**config.mk**
```make
export PLATFORM = sky130hd
export DESIGN_NAME = l3_trace_dispatch_flat
export DESIGN_NICKNAME = d
export VERILOG_FILES = /design/src/rtl/l3_trace_dispatch_if.sv /design/src/rtl/l3_trace_dispatch.sv /design/src/flat_wrapper.sv
export SDC_FILE = /design/constraint.sdc
export NUM_CORES = 1
export LEC_CHECK = 0
export CORE_MARGIN = 1
export CORE_UTILIZATION = 30
export CTS_BUF_LIST = sky130_fd_sc_hd__clkbuf_4
export DETAILED_ROUTE_END_ITERATION = 8
export HOLD_SLACK_MARGIN = 0.1
export SLEW_MARGIN = 5
export SYNTH_ARGS = -nofsm -noshare
export SYNTH_HDL_FRONTEND = slang
export SYNTH_SLANG_ARGS = --single-unit
```
**constraint.sdc**
```tcl
create_clock -name clk -period 2.7 [get_ports clk]
set_input_delay 0.405 -clock clk [delete_from_list [all_inputs] [get_ports clk]]
set_output_delay 0.405 -clock clk [all_outputs]
set_load 0.05 [all_outputs]
```
**src/rtl/l3_trace_dispatch_if.sv**
```systemverilog
// Trace-command bus between the trace reader, the dispatch block and the L3 cache model.
// The master side is the trace reader / cache pair; the slave side is the dispatch block.
interface l3_trace_dispatch_if #(
  parameter int ADDR_BITS   = 32,
  parameter int OFFSET_BITS = 6,
  parameter int INDEX_BITS  = 14,
  parameter int OPR_BITS    = 4
);
  localparam int TAG_BITS = ADDR_BITS - INDEX_BITS - OFFSET_BITS;

  logic                   in_valid;
  logic                   in_ready;
  logic [OPR_BITS-1:0]    in_opr;
  logic [ADDR_BITS-1:0]   in_addr;
  logic                   out_valid;
  logic                   out_ready;
  logic [OPR_BITS-1:0]    out_opr;
  logic [TAG_BITS-1:0]    out_tag;
  logic [INDEX_BITS-1:0]  out_index;
  logic [OFFSET_BITS-1:0] out_offset;
  logic                   out_is_snoop;
  logic                   clear_done;
  logic                   err_opcode;
  logic [31:0]            cmd_count;
  logic [15:0]            illegal_count;

  modport master (
    output in_valid, in_opr, in_addr, out_ready, clear_done,
    input  in_ready, out_valid, out_opr, out_tag, out_index, out_offset,
           out_is_snoop, err_opcode, cmd_count, illegal_count
  );

  modport slave (
    input  in_valid, in_opr, in_addr, out_ready, clear_done,
    output in_ready, out_valid, out_opr, out_tag, out_index, out_offset,
           out_is_snoop, err_opcode, cmd_count, illegal_count
  );
endinterface

```
**src/rtl/l3_trace_dispatch.sv**
```systemverilog
// Buffers trace commands, splits addresses at enqueue, drops illegal opcodes and
// feeds the L3 cache one command at a time, stalling after a clear until it completes.
module l3_trace_dispatch #(
  parameter int ADDR_BITS   = 32,
  parameter int OFFSET_BITS = 6,
  parameter int INDEX_BITS  = 14,
  parameter int TAG_BITS    = ADDR_BITS - INDEX_BITS - OFFSET_BITS,
  parameter int OPR_BITS    = 4,
  parameter int FIFO_DEPTH  = 4
) (
  input  logic                 clk,
  input  logic                 rst_n,
  l3_trace_dispatch_if.slave   bus
);
  localparam int PTR_BITS = $clog2(FIFO_DEPTH);

  typedef enum logic {ISSUE = 1'b0, WAIT_CLR = 1'b1} state_t;

  state_t                 state_reg;
  logic [PTR_BITS:0]      wr_ptr_reg, rd_ptr_reg;
  logic                   err_reg;
  logic [31:0]            cmd_count_reg;
  logic [15:0]            illegal_count_reg;

  logic [OPR_BITS-1:0]    opr_mem    [FIFO_DEPTH];
  logic [TAG_BITS-1:0]    tag_mem    [FIFO_DEPTH];
  logic [INDEX_BITS-1:0]  index_mem  [FIFO_DEPTH];
  logic [OFFSET_BITS-1:0] offset_mem [FIFO_DEPTH];

  logic full, empty, legal, is_ctl, accept, push, drop, pop, valid;
  logic [PTR_BITS-1:0] wr_slot, rd_slot;
  logic [OPR_BITS-1:0] head_opr;

  assign wr_slot = wr_ptr_reg[PTR_BITS-1:0];
  assign rd_slot = rd_ptr_reg[PTR_BITS-1:0];
  assign empty   = (wr_ptr_reg == rd_ptr_reg);
  assign full    = (wr_ptr_reg[PTR_BITS] != rd_ptr_reg[PTR_BITS]) && (wr_slot == rd_slot);

  assign legal  = (bus.in_opr <= OPR_BITS'(6)) || (bus.in_opr == OPR_BITS'(8)) ||
                  (bus.in_opr == OPR_BITS'(9));
  assign is_ctl = (bus.in_opr == OPR_BITS'(8)) || (bus.in_opr == OPR_BITS'(9));
  assign accept = bus.in_valid && !full;
  assign push   = accept && legal;
  assign drop   = accept && !legal;

  assign valid    = !empty && (state_reg == ISSUE);
  assign pop      = valid && bus.out_ready;
  assign head_opr = opr_mem[rd_slot];

  assign bus.in_ready      = !full;
  assign bus.out_valid     = valid;
  // Payload is forced to zero whenever nothing is being offered, so reset shows zeros.
  assign bus.out_opr       = valid ? head_opr            : '0;
  assign bus.out_tag       = valid ? tag_mem[rd_slot]    : '0;
  assign bus.out_index     = valid ? index_mem[rd_slot]  : '0;
  assign bus.out_offset    = valid ? offset_mem[rd_slot] : '0;
  assign bus.out_is_snoop  = valid && (head_opr >= OPR_BITS'(3)) && (head_opr <= OPR_BITS'(6));
  assign bus.err_opcode    = err_reg;
  assign bus.cmd_count     = cmd_count_reg;
  assign bus.illegal_count = illegal_count_reg;

  // Clear and print carry no address, so their fields are stored as zero.
  always_ff @(posedge clk) begin
    if (push) begin
      opr_mem[wr_slot]    <= bus.in_opr;
      tag_mem[wr_slot]    <= is_ctl ? '0 : bus.in_addr[ADDR_BITS-1 -: TAG_BITS];
      index_mem[wr_slot]  <= is_ctl ? '0 : bus.in_addr[OFFSET_BITS +: INDEX_BITS];
      offset_mem[wr_slot] <= is_ctl ? '0 : bus.in_addr[OFFSET_BITS-1:0];
    end
  end

  always_ff @(posedge clk or negedge rst_n) begin
    if (!rst_n) begin
      wr_ptr_reg        <= '0;
      rd_ptr_reg        <= '0;
      err_reg           <= 1'b0;
      cmd_count_reg     <= '0;
      illegal_count_reg <= '0;
    end else begin
      if (push) wr_ptr_reg <= wr_ptr_reg + 1'b1;
      if (pop)  rd_ptr_reg <= rd_ptr_reg + 1'b1;
      err_reg <= drop;
      if (pop && (cmd_count_reg != '1))
        cmd_count_reg <= cmd_count_reg + 1'b1;
      if (drop && (illegal_count_reg != '1))
        illegal_count_reg <= illegal_count_reg + 1'b1;
    end
  end

  // A clear_done coinciding with the clear handshake is ignored: ISSUE does not look at it.
  always_ff @(posedge clk or negedge rst_n) begin
    if (!rst_n) begin
      state_reg <= ISSUE;
    end else begin
      unique case (state_reg)
        ISSUE:    if (pop && (head_opr == OPR_BITS'(8))) state_reg <= WAIT_CLR;
        WAIT_CLR: if (bus.clear_done) state_reg <= ISSUE;
        default:  state_reg <= ISSUE;
      endcase
    end
  end
endmodule

```
**src/flat_wrapper.sv**
```systemverilog
// flat-port wrapper written by rule: the top's interface ports become plain ports
module l3_trace_dispatch_flat 
#(
  parameter int ADDR_BITS   = 32,
  parameter int OFFSET_BITS = 6,
  parameter int INDEX_BITS  = 14,
  parameter int TAG_BITS    = ADDR_BITS - INDEX_BITS - OFFSET_BITS,
  parameter int OPR_BITS    = 4,
  parameter int FIFO_DEPTH  = 4
)
  (clk, rst_n, bus_in_valid, bus_in_opr, bus_in_addr, bus_out_ready, bus_clear_done, bus_in_ready, bus_out_valid, bus_out_opr, bus_out_tag, bus_out_index, bus_out_offset, bus_out_is_snoop, bus_err_opcode, bus_cmd_count, bus_illegal_count);
  l3_trace_dispatch_if #(.ADDR_BITS(ADDR_BITS), .OFFSET_BITS(OFFSET_BITS), .INDEX_BITS(INDEX_BITS), .OPR_BITS(OPR_BITS)) bus_i ();
  input  logic clk;
  input  logic rst_n;
  input wire logic [$bits(bus_i.in_valid)-1:0] bus_in_valid;
  input wire logic [$bits(bus_i.in_opr)-1:0] bus_in_opr;
  input wire logic [$bits(bus_i.in_addr)-1:0] bus_in_addr;
  input wire logic [$bits(bus_i.out_ready)-1:0] bus_out_ready;
  input wire logic [$bits(bus_i.clear_done)-1:0] bus_clear_done;
  output wire logic [$bits(bus_i.in_ready)-1:0] bus_in_ready;
  output wire logic [$bits(bus_i.out_valid)-1:0] bus_out_valid;
  output wire logic [$bits(bus_i.out_opr)-1:0] bus_out_opr;
  output wire logic [$bits(bus_i.out_tag)-1:0] bus_out_tag;
  output wire logic [$bits(bus_i.out_index)-1:0] bus_out_index;
  output wire logic [$bits(bus_i.out_offset)-1:0] bus_out_offset;
  output wire logic [$bits(bus_i.out_is_snoop)-1:0] bus_out_is_snoop;
  output wire logic [$bits(bus_i.err_opcode)-1:0] bus_err_opcode;
  output wire logic [$bits(bus_i.cmd_count)-1:0] bus_cmd_count;
  output wire logic [$bits(bus_i.illegal_count)-1:0] bus_illegal_count;
  assign bus_i.in_valid = bus_in_valid;
  assign bus_i.in_opr = bus_in_opr;
  assign bus_i.in_addr = bus_in_addr;
  assign bus_i.out_ready = bus_out_ready;
  assign bus_i.clear_done = bus_clear_done;
  assign bus_in_ready = bus_i.in_ready;
  assign bus_out_valid = bus_i.out_valid;
  assign bus_out_opr = bus_i.out_opr;
  assign bus_out_tag = bus_i.out_tag;
  assign bus_out_index = bus_i.out_index;
  assign bus_out_offset = bus_i.out_offset;
  assign bus_out_is_snoop = bus_i.out_is_snoop;
  assign bus_err_opcode = bus_i.err_opcode;
  assign bus_cmd_count = bus_i.cmd_count;
  assign bus_illegal_count = bus_i.illegal_count;
  l3_trace_dispatch #(.ADDR_BITS(ADDR_BITS), .OFFSET_BITS(OFFSET_BITS), .INDEX_BITS(INDEX_BITS), .TAG_BITS(TAG_BITS), .OPR_BITS(OPR_BITS), .FIFO_DEPTH(FIFO_DEPTH)) u_core (.clk(clk), .rst_n(rst_n), .bus(bus_i));
endmodule
```
==> summary.md <==
| Metric | Value |
|---|---|
| Status | complete, but fails checks |
| Failing checks | negative setup slack |
| # DRC | 0 |
| GR Overflow Total | 0 |
| Worst-path clk slew | ~0.17 ns |
| Synth cell types | 39 |
| Syn_nets | 580 |
| Starting Density | a little under a third |
| Synth top area share | between 50% and 60% |
| Vias per cell | 4.541 |
| Power Density | 1257 nW/um2 |
| Final core occ | 41.18% |
| CTS tree | yes |
| Initial antenna violation count | 1 |
| Kind of cell adding the most delay to the critical path | buffers and inverters |
| Area delta synth->final | 34.85% |
| CP Max Fanout | 7 |
| Wire length per cell | approximately 17 um |
| DRT Pass-1 Iters | 4 |
| Routed wire length | 18760 um |
| Final ANT Viol Nets | 0 |
| Startpoint types | register |
| FP Rows | 61 |
| Filler Cells Inserted | around 2600 |
| Worst Setup Slack post-DPL | roughly 0.15 ns |
| Num Clock Sinks | 200 |
| Most frequent cell after synthesis | edfxtp_1 |
| Tot Pwr | approximately 0.014 W |
| Fin crit share | 101.3% |
| Largest net degree at the start of global routing | 30 |
| TritonCTS buffer count | 17 |
| Gr usage total | around an eighth |
| Fin crit period | roughly 2.7 ns |
| Worst Path Buf+Inv | 3 |
| Core Area | between 20000 and 30000 um2 |
| Worst Setup SP | u_core.rd_ptr_reg[0]$_DFFE_PN0P_ |
| CP Data Arrival Time | 2.33 ns |
| Main area contributors after synthesis | edfxtp_1, dfrtp_1, mux4_2, xor2_1, and2_1 |
| Reg2Reg Launch Point | u_core.rd_ptr_reg[1]$_DFFE_PN0P_ |
| Die area | a little under 30000 um2 |
| Critical path class | register to output port |
| Synthesized area | ~8500 um2 |
| Skew-Pair Late Insertion Delay | ~0.57 ns |
| DR vias | between 4000 and 5000 |
| GP Congestion | 0.7391 |
| CP Cell Sequence | buf_4 -> bufbuf_16 -> mux4_2 -> and2_1 -> buf_12 |
| Crit-path slowest cell | mux4_2 |
| Largest register FFs | 56 |
| Sequential share of the synthesized area | 67.49% |
| Worst R2R Setup Slack | just over 0.5 ns |
| Syn Area/Cell | approximately 16 um2 |
| Leakage | about 4.3 nW |
| Synth top cells by count | edfxtp_1, dfrtp_1, and2_1 |
| Slowest stage delay, CP | roughly 0.5 ns |
| Post-synth EDFFs | between 100 and 150 |
| Number of stages on the worst setup path | 5 |
| Critical R2R Capture | u_core.bus.cmd_count[23]$_DFFE_PN0P_ |
| Seq cells post-synth | 200 |
| CP Data Required Time | ~2.3 ns |
| Endpoints failing hold | 0 |
| Number of global-route vias before repair | 5035 |
| Peak VDD IR | 0.001210 V |
| Hold crit path type | input port to asynchronous set/reset pin |
| Normalized max-slew margin | between 60 and 70% |
| Post-DP HPWL | around 13000 um |
| Crit. End Element | output port |
| Final Max Tran Viols | 0 |
| Max Cap Viol | 0 |
| Die Wd | between 150 and 200 um |
| FFs w/ async S/R, synth | around 28% |
| Clk buf depth | 2 |
| Final setup viols | 8 |
| RSZ-0062 raised after global routing | yes |
| Synth warnings | 0 |
| Layout net count | approximately 750 |
| Syn Inst Count | 532 |
| Fmax | approximately 0.37 GHz |
| Io pins | about 130 |
| Ratio of cells with drive above 1 in the final layout | a little over a quarter |
| First-pass GRT wire length | between 20000 and 30000 um |
| Clk_skew | roughly 0.030 ns |
| H-tree depth | 4 |
| Critical Path End | bus_out_index[11] |
| CTS root buf | clkbuf_4 |
| Setup ws final | -0.03502 ns |
| DRC marker count from the first detailed-route iteration | between 200 and 300 |
| Worst Tran Pin Value | approximately 0.53 ns |
| Die Y | roughly 170 um |
| Buffers on Ports | 128 |
| R2R depth | 7 |
| Synth Flop Type | edfxtp_1 |
| Leading area contributor after synthesis | edfxtp_1 |
| Post-DP Area | 10860 um2 |
| Sum of negative setup slack | -0.1519 ns |
| Final instance area | 11440 um2 |
power by group:
part	internal, W	switching [W]
Combinational	0.00432	0.00455
Clock	0.000422	0.00109
Sequential	0.00375	0.000257
worst min-delay path by stage:
stage                                          end  start  slack (ns)
3_5_place_dp   u_core.bus.cmd_count[9]$_DFFE_PN0P_  rst_n        0.41
5_1_grt        u_core.bus.cmd_count[9]$_DFFE_PN0P_  rst_n        0.31
6_report       u_core.bus.cmd_count[9]$_DFFE_PN0P_  rst_n        0.31
4_1_cts        u_core.bus.cmd_count[9]$_DFFE_PN0P_  rst_n        0.27
3_3_place_gp   u_core.bus.cmd_count[9]$_DFFE_PN0P_  rst_n        0.41
2_1_floorplan  u_core.bus.cmd_count[0]$_DFFE_PN0P_  rst_n        0.11
cells in the final DEF, fill, tap and decap left out, types with 5 or more instances in the layout:
| cell | Yosys | final |
|---|---|---|
| nor2_1 | 12 | 12 |
| nand2_1 | 22 | 22 |
| and3_1 | 8 | 8 |
| nor3_1 | 16 | 16 |
| ha_1 | 7 | 7 |
| inv_1 | 8 | 8 |
| nand4_1 | 12 | 12 |
| and4_1 | 6 | 6 |
| clkdlybuf4s50_1 | 0 | 88 |
| mux4_2 | 36 | 36 |
| dfrtp_1 | 56 | 54 |
| buf_4 | 0 | 27 |
| buf_12 | 0 | 45 |
| xnor2_1 | 14 | 13 |
| nor3b_1 | 7 | 6 |
| edfxtp_1 | 144 | 144 |
| inv_8 | 0 | 5 |
| and2_1 | 42 | 12 |
| nor4_1 | 12 | 11 |
| nor2b_1 | 32 | 32 |
| nand3_1 | 19 | 19 |
| clkbuf_4 | 0 | 18 |
| and2_4 | 0 | 26 |
| xor2_1 | 40 | 40 |
worst reg2reg max path, delay by kind of cell (launching register included):
family | cells | cell delay, ns
xor+xnor | 2 | 0.31
compound gates | 1 | 0.41
buf+inv | 2 | 0.30
simple gates | 2 | 0.58
flops | 1 | 0.55
stage by stage:
| step | hold slack, ns | instances |
|---|---|---|
| after global placement | 0.4097 | 1048 |
| after CTS | 0.2748 | 1088 |
| after detailed placement | 0.4130 | 1048 |
| final | 0.3140 | 1097 |
| after floorplan | 0.1094 | 532 |
| after global routing | 0.3074 | 1097 |
metal layers:
metal | wire length (um) | GRT usage [%] | up-vias
li1 | - | - | 2353
met1 | 8884 | 18.79 | 2499
met2 | 8954 | 20.85 | 115
met3 | 761 | 2.605 | 15
met4 | 157 | 3.486 | 0
met5 | 0 | 0 | -
area by class of cell:
class                           count  area [um2]  area share (%)
Inverter                            8       30.03          0.2625
Clock buffer                       18       135.1           1.181
Timing Repair Buffer              172        2175           19.01
Multi-Input combinational cell    306        2758           24.11
Antenna cell                        1       2.502         0.02187
Sequential cell                   200        5731           50.09
Clock inverter                     14       136.4           1.192
Tap cell                          378       473.0           4.134
logic make-up (layout without fill, tap and decap cells):
kind of cell             after synthesis  after routing  share of synthesized area [%]
multiplexers                          39             39                          9.941
AND/OR/NAND/NOR                      201            201                          14.10
XOR/XNOR                              54             54                          5.575
flip-flops                           200            200                          67.49
adder cells (fa/ha/maj)                7              7                          1.032
buffers and inverters                 26            212                          1.224
other                                  0              1                              0
AO/OA/AOI/OAI                          5              5                         0.6343
what timing repair did:
item                                    in CTS  in global routing
resized for setup                            7                 36
buffers inserted                             5                  6
endpoints found under the setup margin      37                 37
gates cloned                                 2                  2
endpoints found under the hold margin       17                  0
pin swaps                                    0                  1
hold buffers                                 1                  0
(Power assumes the default switching activity.)
